<file path="config.mk">
export PLATFORM = sky130hd
export DESIGN_NAME = pipeline_hazard_ctrl
export DESIGN_NICKNAME = d
export VERILOG_FILES = /design/src/rtl/pipeline_ctrl_pkg.sv /design/src/rtl/sat_counter.sv /design/src/rtl/pipeline_hazard_ctrl.sv
export SDC_FILE = /design/constraint.sdc
export NUM_CORES = 1
export LEC_CHECK = 0
export BUFFER_PORTS_ARGS = -buffer_cell sky130_fd_sc_hd__buf_2
export CORE_ASPECT_RATIO = 1.1
export CORE_MARGIN = 5
export CORE_UTILIZATION = 48
export DETAILED_ROUTE_END_ITERATION = 10
export PLACE_DENSITY = 0.83
export SKIP_CTS_REPAIR_TIMING = 1
export SLEW_MARGIN = 20
export SYNTH_ARGS = -nofsm -noshare
export SYNTH_HDL_FRONTEND = slang
export SYNTH_SLANG_ARGS = --single-unit
</file>
<file path="constraint.sdc">
create_clock -name CLK -period 2.1 [get_ports CLK]
set_input_delay 0.315 -clock CLK [delete_from_list [all_inputs] [get_ports CLK]]
set_output_delay 0.315 -clock CLK [all_outputs]
set_load 0.02 [all_outputs]
</file>
<file path="src/rtl/pipeline_ctrl_pkg.sv">
// Shared types and constants for the pipeline hazard sequencer.
// Provides the FSM state encoding, the canonical nop encoding, the
// active-low register write-enable levels and a source/destination match helper.
package pipeline_ctrl_pkg;

  typedef enum logic [1:0] {
    RUN     = 2'd0,
    MEMWAIT = 2'd1,
    DRAIN   = 2'd2,
    HALTED  = 2'd3
  } state_t;

  // addi x0, x0, 0
  localparam logic [31:0] NOP_INSTR = 32'h0000_0013;

  // Pipeline register enables are active-low.
  localparam logic WEN_WRITE = 1'b0;
  localparam logic WEN_HOLD  = 1'b1;

  function automatic logic reg_match(input logic       uses,
                                     input logic [4:0] rs,
                                     input logic [4:0] rd);
    return uses && (rs == rd);
  endfunction

endpackage

</file>
<file path="src/rtl/sat_counter.sv">
// Saturating up-counter: increments on inc, sticks at all-ones, clears on clr.
// Ports: clk, clr (synchronous, dominant), inc, q[W-1:0].
// One cycle from inc to updated q.
module sat_counter #(
  parameter int W = 32
) (
  input  logic         clk,
  input  logic         clr,
  input  logic         inc,
  output logic [W-1:0] q
);

  always_ff @(posedge clk) begin
    if (clr) begin
      q <= '0;
    end else if (inc && (q != {W{1'b1}})) begin
      q <= q + 1'b1;
    end
  end

endmodule

</file>
<file path="src/rtl/pipeline_hazard_ctrl.sv">
// Central sequencer for the IF/ID, ID/EX, EX/MEM, MEM/WB registers and the PC.
// Inputs: D/E hazard info, taken branch, halt, dmem request/ack. Outputs: PC_WEN,
// per-stage stall/nop/WEN (Mealy, same cycle), halted, sticky mem_timeout, event counters.
module pipeline_hazard_ctrl
  import pipeline_ctrl_pkg::*;
#(
  parameter int CNT_W       = 32,
  parameter int DRAIN_CYC   = 3,
  parameter int MEM_TIMEOUT = 64
) (
  input  logic             CLK,
  input  logic             RST,
  input  logic [4:0]       Rs1_D,
  input  logic [4:0]       Rs2_D,
  input  logic             UsesRs1_D,
  input  logic             UsesRs2_D,
  input  logic [4:0]       Rdst_E,
  input  logic             RegWrEn_E,
  input  logic             IsLoad_E,
  input  logic             didBranch_E,
  input  logic             halt_D,
  input  logic             dmem_req_M,
  input  logic             dmem_ack,
  output logic             PC_WEN,
  output logic             IF_ID_stall,
  output logic             IF_ID_nop,
  output logic             ID_EX_stall,
  output logic             ID_EX_nop,
  output logic             EX_MEM_WEN,
  output logic             MEM_WB_WEN,
  output logic             halted,
  output logic             mem_timeout,
  output logic [CNT_W-1:0] stall_cnt,
  output logic [CNT_W-1:0] flush_cnt
);

  localparam int WW = $clog2(MEM_TIMEOUT + 1);
  localparam int DW = (DRAIN_CYC > 1) ? $clog2(DRAIN_CYC) : 1;
  localparam logic [WW-1:0] WAIT_MAX   = WW'(MEM_TIMEOUT);
  localparam logic [DW-1:0] DRAIN_LAST = DW'(DRAIN_CYC - 1);

  state_t          state, state_nxt;
  logic [WW-1:0]   wait_cnt, wait_nxt;
  logic [DW-1:0]   drain_cnt, drain_nxt;
  logic            memwait, loaduse, freeze, stall_inc, flush_inc;

  assign memwait = dmem_req_M & ~dmem_ack;
  assign loaduse = IsLoad_E & ~RegWrEn_E & (Rdst_E != 5'd0) &
                   (reg_match(UsesRs1_D, Rs1_D, Rdst_E) |
                    reg_match(UsesRs2_D, Rs2_D, Rdst_E));

  always_ff @(posedge CLK) begin
    if (RST) begin
      state       <= RUN;
      wait_cnt    <= '0;
      drain_cnt   <= '0;
      mem_timeout <= 1'b0;
    end else begin
      state     <= state_nxt;
      wait_cnt  <= wait_nxt;
      drain_cnt <= drain_nxt;
      if (state_nxt == MEMWAIT && wait_nxt >= WAIT_MAX) begin
        mem_timeout <= 1'b1;
      end
    end
  end

  always_comb begin
    state_nxt   = state;
    wait_nxt    = wait_cnt;
    drain_nxt   = drain_cnt;
    freeze      = 1'b0;
    stall_inc   = 1'b0;
    flush_inc   = 1'b0;
    halted      = 1'b0;
    PC_WEN      = WEN_WRITE;
    IF_ID_stall = 1'b0;
    IF_ID_nop   = 1'b0;
    ID_EX_stall = 1'b0;
    ID_EX_nop   = 1'b0;
    EX_MEM_WEN  = WEN_WRITE;
    MEM_WB_WEN  = WEN_WRITE;

    case (state)
      HALTED: begin
        freeze = 1'b1;
        halted = 1'b1;
      end
      DRAIN: begin
        // A memory wait freezes everything and pauses the drain count.
        if (memwait) begin
          freeze = 1'b1;
        end else begin
          PC_WEN    = WEN_HOLD;
          IF_ID_nop = 1'b1;
          if (drain_cnt == DRAIN_LAST) begin
            state_nxt = HALTED;
          end else begin
            drain_nxt = drain_cnt + 1'b1;
          end
        end
      end
      default: begin
        if (state == MEMWAIT && !dmem_ack) begin
          freeze    = 1'b1;
          stall_inc = 1'b1;
          if (wait_cnt != WAIT_MAX) begin
            wait_nxt = wait_cnt + 1'b1;
          end
        end else begin
          // Plain RUN, or the ack cycle that releases MEMWAIT: decode normally.
          state_nxt = RUN;
          if (memwait) begin
            freeze    = 1'b1;
            stall_inc = 1'b1;
            state_nxt = MEMWAIT;
            wait_nxt  = WW'(1);
          end else if (didBranch_E) begin
            // Wrong-path D instruction: its hazard and halt are discarded.
            IF_ID_nop = 1'b1;
            ID_EX_nop = 1'b1;
            flush_inc = 1'b1;
          end else if (loaduse) begin
            PC_WEN      = WEN_HOLD;
            IF_ID_stall = 1'b1;
            ID_EX_nop   = 1'b1;
            stall_inc   = 1'b1;
          end else if (halt_D) begin
            PC_WEN    = WEN_HOLD;
            IF_ID_nop = 1'b1;
            state_nxt = DRAIN;
            drain_nxt = '0;
          end
        end
      end
    endcase

    if (freeze) begin
      PC_WEN      = WEN_HOLD;
      IF_ID_stall = 1'b1;
      ID_EX_stall = 1'b1;
      EX_MEM_WEN  = WEN_HOLD;
      MEM_WB_WEN  = WEN_HOLD;
    end
  end

  sat_counter #(.W(CNT_W)) u_stall_cnt (
    .clk (CLK),
    .clr (RST),
    .inc (stall_inc),
    .q   (stall_cnt)
  );

  sat_counter #(.W(CNT_W)) u_flush_cnt (
    .clk (CLK),
    .clr (RST),
    .inc (flush_inc),
    .q   (flush_cnt)
  );

endmodule

</file>
==> key figures, run 1 <==
Cells and area
  – Layout cell share with drive strength beyond 1: 0.3465
  – Area Growth Syn to Fin: 34.26%
  – Core Util, Final: 0.6633
  – Final non-filler cell area: around 0.0053 mm2
  – Commonest non-fill, non-tap cells in the layout: 97 x buf_2, 66 x buf_4, 58 x dfxtp_1, 53 x nor2_1, 36 x a21oi_1
  – Layout Nets: 657
  – Diodes inserted: 0
  – Most common library cell in the layout ignoring fill and taps: buf_2

Worst setup path
  – FF-to-FF setup slack: roughly 0.036 ns
  – Crit path kind: reg2reg
  – Critical path endpoint category: flip-flop
  – CP required: 2.33 ns
  – Worst r2r src: u_stall_cnt.q[1]
  – Crit-path max FO: 7
  – CP arrival: 2.29 ns
  – RR Endpoint: u_stall_cnt.q[28]
  – Critical path startpoint category: flip-flop
  – Reg2Reg Depth: 6

Worst hold path
  – Hold Crit Depth: 2
  – Worst min-delay path class: in2reg
  – Critical hold path startpoint: RST

Synthesis
  – Area leader, netlist: dfxtp_1
  – Area contributors post-synth: dfxtp_1 39%, xor2_1 6.0%, nor2_1 5.2%
  – Netlist Area Pre-Place: 0.003930 mm2
  – Cells after Synth: 474
  – Simple-gate share of the synthesized area: 0.3107
  – Compound-Gate Fraction of Synth Area: 0.1461
  – Syn. warnings: 0
  – Synth Register Bits: 76
  – Number of synthesized flops with an enable pin: 0
  – Synth cell types: 59
  – Main combinational cell family by area after synthesis: simple AND/OR/NAND/NOR gates
  – Top_reg_cell synth: dfxtp_1
  – Mux contribution to synthesized area: 0.007959
  – Post-synth ARST share: 0
  – Syn Nets: 504
  – Syn avg cell area: 8.291 um2
  – Share of the synthesized area in the top cell type: 0.3871
  – Sequential fraction of the synthesis area: 0.3871
  – Synth Area in XOR/XNOR: 0.09360
  – Synth Area in Adders: 0.01592

Placement
  – HPWL after detailed placement: a little over 8 mm
  – Setup WS pre-CTS: -0.05950 ns
  – Gp weighted congestion: 0.8397
  – Port Buffer Count: 97
  – Placed Area: 0.004981 mm2

Power and ir drop
  – Flop pwr share: 0.524
  – Peak supply drop: 0.5503 mV
  – Comb power frac: 0.097
  – Switching power: ~0.00073 W
  – P_int: 0.002053 W
  – Sw frac: 0.2619
  – Pwr dens: 527.1 mW/mm2
  – Clock power frac: 0.380
  – Leak: 2.202 nW

Global route
  – Total GRT Usage: 0.2096
  – Initial antenna violation count: 0
  – Vias in the first global route: 3908
  – Pin count of the biggest net entering global routing: 34
  – First-pass GRT wire length: 17.57 mm
  – Grt ovf: 0

STA
  – Worst rel slew slack: 0.6466
  – Clock Skews: 0.01319 ns
  – Worst-margin pin slew: between 0.5 and 0.6 ns
  – Final min period: just over 2 ns
  – Final setup violation count: 0
  – F_max: 484.4 MHz
  – Final period util: 0.9830
  – RSZ-0062 raised after global routing: true
  – Worst setup margin: 0.03576 ns
  – Max Slew Vio Count: 0
  – Final hold violation count: 0

CTS
  – CTS tree: built
  – # H-tree levels: 3
  – Clock transition at path regs: 0.09 ns
  – Max Buffers Root-to-Sink: 2
  – Clock latency on the worst-skew pair: 0.34 ns
  – Num CTS Buffers: 9
  – Clock Sinks: 76
  – CTS Root Cell: clkbuf_8

Floorplanning
  – # IOs: just under 100
  – Die W: 96.28 um
  – Core Area: 0.007955 mm2
  – Standard-cell row count: 34
  – Die area: 0.01010 mm2
  – Initial Utilization: 0.4940
  – Die H: 104.9 um

Drt
  – Iter 0 DRT Violations: 198
  – Post-DRT Antenna Nets: 0
  – WL/cell: approximately 15 um
  – Avg Vias per Cell: 5.592
  – Drt drc: 0
  – TritonRoute pass-1 iters: 4
  – Routed vias: just over 4000
  – Final wirelength: roughly 11 mm

Job
  – Maxcap violations: 0

Outcome
  – Status: finished, final reports clean
sequential cells by signal, summed over array words and instances, names as in the netlist, named ones only:
name           count
u_flush_cnt.q     32
state              2
mem_timeout        1
u_stall_cnt.q     32
wait_cnt           4
drain_cnt          2
through the flow:
step / hold WS [ns] / TNS (ns) / std cells / total power [W]
floorplan: 0.4553 / -0.06768 / 474 / 0.001644
global placement: 0.4649 / 0 / 718 / 0.001735
detailed placement: 0.4675 / -0.3652 / 718 / 0.001746
CTS: 0.3747 / -0.1026 / 734 / 0.002783
global route: 0.4104 / -0.09241 / 740 / 0.002883
finish: 0.3899 / 0 / 740 / 0.002781
synthesized netlist by cell type (3+ instances only):
cell type  instances
and2_1             4
clkbuf_1          14
xor2_1            27
o31ai_1           15
xnor2_1           15
ha_1               5
or3_1             12
nor3_1             8
nand3_1           32
inv_1             10
o21a_1             3
nor2b_1            3
and3_1            13
nand4_1           23
nand2_1           25
o21ai_1            3
o21ai_0           18
nor3b_1            5
nor4_1             4
or4_1             17
dfxtp_1           76
a21oi_1           37
and4_1             5
nand2b_1           3
nor2_1            54
critical path, cell delays in order, from the launching register on:
cell,delay (ns)
dfxtp_4,0.36
ha_4,0.14
nand2_4,0.05
or3_4,0.32
or4b_4,0.54
nor3b_2,0.21
mux2_1,0.34
how the worst max path moves through the flow:
stage / from / end / slack, ns / cells after the start
after detailed placement: u_stall_cnt.q[6] / u_stall_cnt.q[28] / -0.06 / 5
after global placement: u_stall_cnt.q[1] / u_stall_cnt.q[28] / 0.02 / 6
after CTS: u_stall_cnt.q[6] / u_stall_cnt.q[28] / -0.06 / 5
final: u_stall_cnt.q[1] / u_stall_cnt.q[28] / 0.04 / 6
after floorplan: u_stall_cnt.q[1] / u_stall_cnt.q[28] / -0.04 / 7
after global routing: u_stall_cnt.q[12] / u_stall_cnt.q[31] / -0.03 / 7
power by group through the flow:
| stage | clock network, W | logic (W) | registers (W) |
|---|---|---|---|
| after CTS | 0.00107 | 0.000257 | 0.00146 |
| after floorplan | 0 | 0.000150 | 0.00149 |
| after global placement | 0 | 0.000246 | 0.00149 |
| after detailed placement | 0 | 0.000256 | 0.00149 |
| after global routing | 0.00113 | 0.000293 | 0.00146 |
| final | 0.00106 | 0.000268 | 0.00146 |
final cells by class:
class	instances	area, um2
clock inverters	5	32.53
well taps	108	135.1
fillers	664	2679
repair buffers	164	1001
flip-flops and latches	76	1559
inverters	10	37.54
clock buffers	11	152.6
multi-input cells	366	2359
layer usage:
metal / part of all wire / GRT usage
met3: 0.065 / 0.03738
met2: 0.53 / 0.3764
met5: 0 / 0
met4: 0.0060 / 0.04065
met1: 0.40 / 0.2577
kinds of logic after synthesis:
logic type                 after synthesis
xor gates and xnor gates                42
muxes                                    3
DFF                                     76
and+or+nand+nor                        221
buffers and inverters                   33
AOI/OAI and AO/OA                       94
adders and majority gates                5
Power figures use the tool's default switching activity.
==> run 2, diff against run 1 <==
--- a/config.mk
+++ b/config.mk
@@ -6,10 +6,13 @@
 export NUM_CORES = 1
 export LEC_CHECK = 0
 export BUFFER_PORTS_ARGS = -buffer_cell sky130_fd_sc_hd__buf_2
+export CELL_PAD_IN_SITES_DETAIL_PLACEMENT = 1
+export CELL_PAD_IN_SITES_GLOBAL_PLACEMENT = 1
 export CORE_ASPECT_RATIO = 1.1
 export CORE_MARGIN = 5
-export CORE_UTILIZATION = 48
+export CORE_UTILIZATION = 35
 export DETAILED_ROUTE_END_ITERATION = 10
+export HOLD_SLACK_MARGIN = 0.12
 export PLACE_DENSITY = 0.83
 export SKIP_CTS_REPAIR_TIMING = 1
 export SLEW_MARGIN = 20
==> key figures, run 2 (same netlist as run 1, synthesis figures left out) <==
Cells and area
  – Diodes inserted: 0 (unchanged)
  – Layout cell share with drive strength beyond 1: 0.3609 (was 0.3465)
  – Commonest non-fill, non-tap cells in the layout: 97 x buf_2, 75 x buf_4, 59 x dfxtp_1, 52 x nor2_1, 36 x a21oi_1 (was 97 x buf_2, 66 x buf_4, 58 x dfxtp_1, 53 x nor2_1, 36 x a21oi_1)
  – Most common library cell in the layout ignoring fill and taps: buf_2 (unchanged)
  – Layout Nets: 666 (was 657)
  – Biggest regs: u_flush_cnt.q (32), u_stall_cnt.q (32), wait_cnt (4) (unchanged)
  – Area Growth Syn to Fin: 41.45% (was 34.26%)

Worst hold path
  – Critical hold path startpoint: RST (unchanged)
  – Worst min-delay path class: in2reg (unchanged)
  – Hold Crit Depth: 2 (unchanged)

Power and ir drop
  – Pwr dens: 648.9 mW/mm2 (was 527.1 mW/mm2)
  – Leak: 2.318 nW (was 2.202 nW)
  – Sw frac: 0.2265 (was 0.2619)
  – Flop pwr share: 0.405 (was 0.524)
  – Switching power: 0.0008170 W (was 0.0007284 W)
  – Total power: 0.003607 W (was 0.002781 W)
  – Peak supply drop: 0.3517 mV (was 0.5503 mV)
  – Comb power frac: 0.080 (was 0.097)
  – Clock power frac: 0.516 (was 0.380)
  – P_int: 0.002790 W (was 0.002053 W)

Worst setup path
  – FF-to-FF setup slack: 0.03 ns (was 0.04 ns)
  – CP required: 2.33 ns (about the same)
  – CP arrival: 2.30 ns (was 2.29 ns)
  – Critical path startpoint category: flip-flop (unchanged)
  – Critical path endpoint category: flip-flop (unchanged)
  – Worst r2r src: u_stall_cnt.q[1] (unchanged)
  – Setup crit start: u_stall_cnt.q[1] (unchanged)
  – Crit-path max FO: 6 (was 7)
  – RR Endpoint: u_stall_cnt.q[28] (unchanged)
  – Crit path kind: reg2reg (unchanged)
  – Reg2Reg Depth: 6 (unchanged)

STA
  – Worst rel slew slack: 0.6581 (was 0.6466)
  – Final setup violation count: 0 (unchanged)
  – Final min period: 2.075 ns (was 2.064 ns)
  – Final period util: 0.9879 (was 0.9830)
  – Final hold violation count: 0 (unchanged)
  – F_max: 482.0 MHz (was 484.4 MHz)
  – Max Slew Vio Count: 0 (unchanged)
  – RSZ-0062 raised after global routing: true (unchanged)
  – Worst-margin pin slew: 0.5106 ns (was 0.5277 ns)
  – Clock Skews: 0.01546 ns (was 0.01319 ns)
  – Final hold slack: 0.3585 ns (was 0.3899 ns)

Global route
  – Total GRT Usage: 0.1955 (was 0.2096)
  – First-pass GRT wire length: 21.88 mm (was 17.57 mm)
  – Pin count of the biggest net entering global routing: 29 (was 34)
  – Grt ovf: 0 (unchanged)
  – Vias in the first global route: 4535 (was 3908)
  – Initial antenna violation count: 0 (unchanged)

Floorplanning
  – Die W: 111.0 um (was 96.28 um)
  – Die H: 121.1 um (was 104.9 um)
  – Initial Utilization: 0.3586 (was 0.4940)
  – Standard-cell row count: 40 (was 34)
  – Core Area: 0.01096 mm2 (was 0.007955 mm2)
  – # IOs: 98 (unchanged)
  – Die area: 0.01345 mm2 (was 0.01010 mm2)

Drt
  – Iter 0 DRT Violations: 172 (was 198)
  – Final wirelength: 13.80 mm (was 10.87 mm)
  – Avg Vias per Cell: 5.476 (was 5.592)
  – Post-DRT Antenna Nets: 0 (unchanged)
  – Routed vias: 4310 (was 4138)
  – WL/cell: 17.53 um (was 14.68 um)
  – Drt drc: 0 (unchanged)
  – TritonRoute pass-1 iters: 4 (unchanged)

CTS
  – Clock latency on the worst-skew pair: 0.34 ns (about the same)
  – CTS tree: built (unchanged)
  – Num CTS Buffers: 9 (unchanged)
  – # H-tree levels: 3 (unchanged)
  – Max Buffers Root-to-Sink: 2 (unchanged)
  – CTS Root Cell: clkbuf_16 (was clkbuf_8)
  – Clock Sinks: 76 (unchanged)
  – Clock transition at path regs: 0.07 ns (was 0.09 ns)

Placement
  – Gp weighted congestion: 0.8132 (was 0.8397)
  – Port Buffer Count: 97 (unchanged)
  – HPWL after detailed placement: 9.799 mm (was 8.064 mm)

Job
  – Maxcap violations: 0 (unchanged)

Outcome
  – Status: finished, final reports clean (unchanged)
## run 2: changes by cell type in the layout (fill, tap and decap cells not counted), sizes merged
cell	change
bufinv	+3
clkinvlp	-1
clkbuf	-1
buf	+9
clkinv	-1
inv	-1
## run 2: worst max-delay path by stage
stage,to,slack (ns),cells after the start
floorplan,u_stall_cnt.q[28],-0.04,7
global placement,u_stall_cnt.q[1],-0.05,8
detailed placement,u_stall_cnt.q[1],-0.09,8
CTS,u_stall_cnt.q[30],-0.07,6
global route,IF_ID_stall,-0.04,5
finish,u_stall_cnt.q[28],0.03,6
## run 2: cell type report
cell class / instances / area (um2)
Clock inverter: 5 / 106.4
Clock buffer: 10 / 250.2
Timing Repair Buffer: 173 / 1069
Sequential cell: 76 / 1558
Multi-Input combinational cell: 366 / 2355
Tap cell: 147 / 183.9
Fill cell: 1331 / 5401
Inverter: 10 / 37.54
## run 2: layer usage
| metal | track usage | vias to the layer above | wire (um) |
|---|---|---|---|
| li1 | - | 2076 | - |
| met1 | 0.2142 | 2129 | 5578 |
| met2 | 0.3691 | 86 | 7426 |
| met3 | 0.04988 | 19 | 596 |
| met4 | 0.06084 | 0 | 199 |
| met5 | 0 | - | 0 |
## run 2: critical path: stages (launching register included)
cell	delay [ns]
dfxtp_4	0.36
ha_4	0.15
nand2_4	0.06
or3_4	0.34
or4b_4	0.54
nor3b_2	0.19
mux2_1	0.34
## run 2: through the flow
step	instances	worst slack (ns)	setup TNS, ns	area [um2]	utilization
floorplan	474	-0.03874	-0.06768	3998	-
global placement	766	-0.04772	-0.1692	5104	0.4656
detailed placement	766	-0.09325	-1.449	5104	0.4656
CTS	781	-0.06739	-0.2156	5460	0.4982
global route	787	-0.03781	-0.1758	5559	0.5072
finish	787	0.02543	0	5559	0.5072
## run 2: power groups by stage
| stage | registers [W] | clock network (W) | logic [W] |
|---|---|---|---|
| 2_1_floorplan | 0.00149 | 0 | 0.000150 |
| 3_3_place_gp | 0.00149 | 0 | 0.000262 |
| 3_5_place_dp | 0.00149 | 0 | 0.000273 |
| 4_1_cts | 0.00146 | 0.00191 | 0.000278 |
| 5_1_grt | 0.00146 | 0.00197 | 0.000311 |
| 6_report | 0.00146 | 0.00186 | 0.000287 |
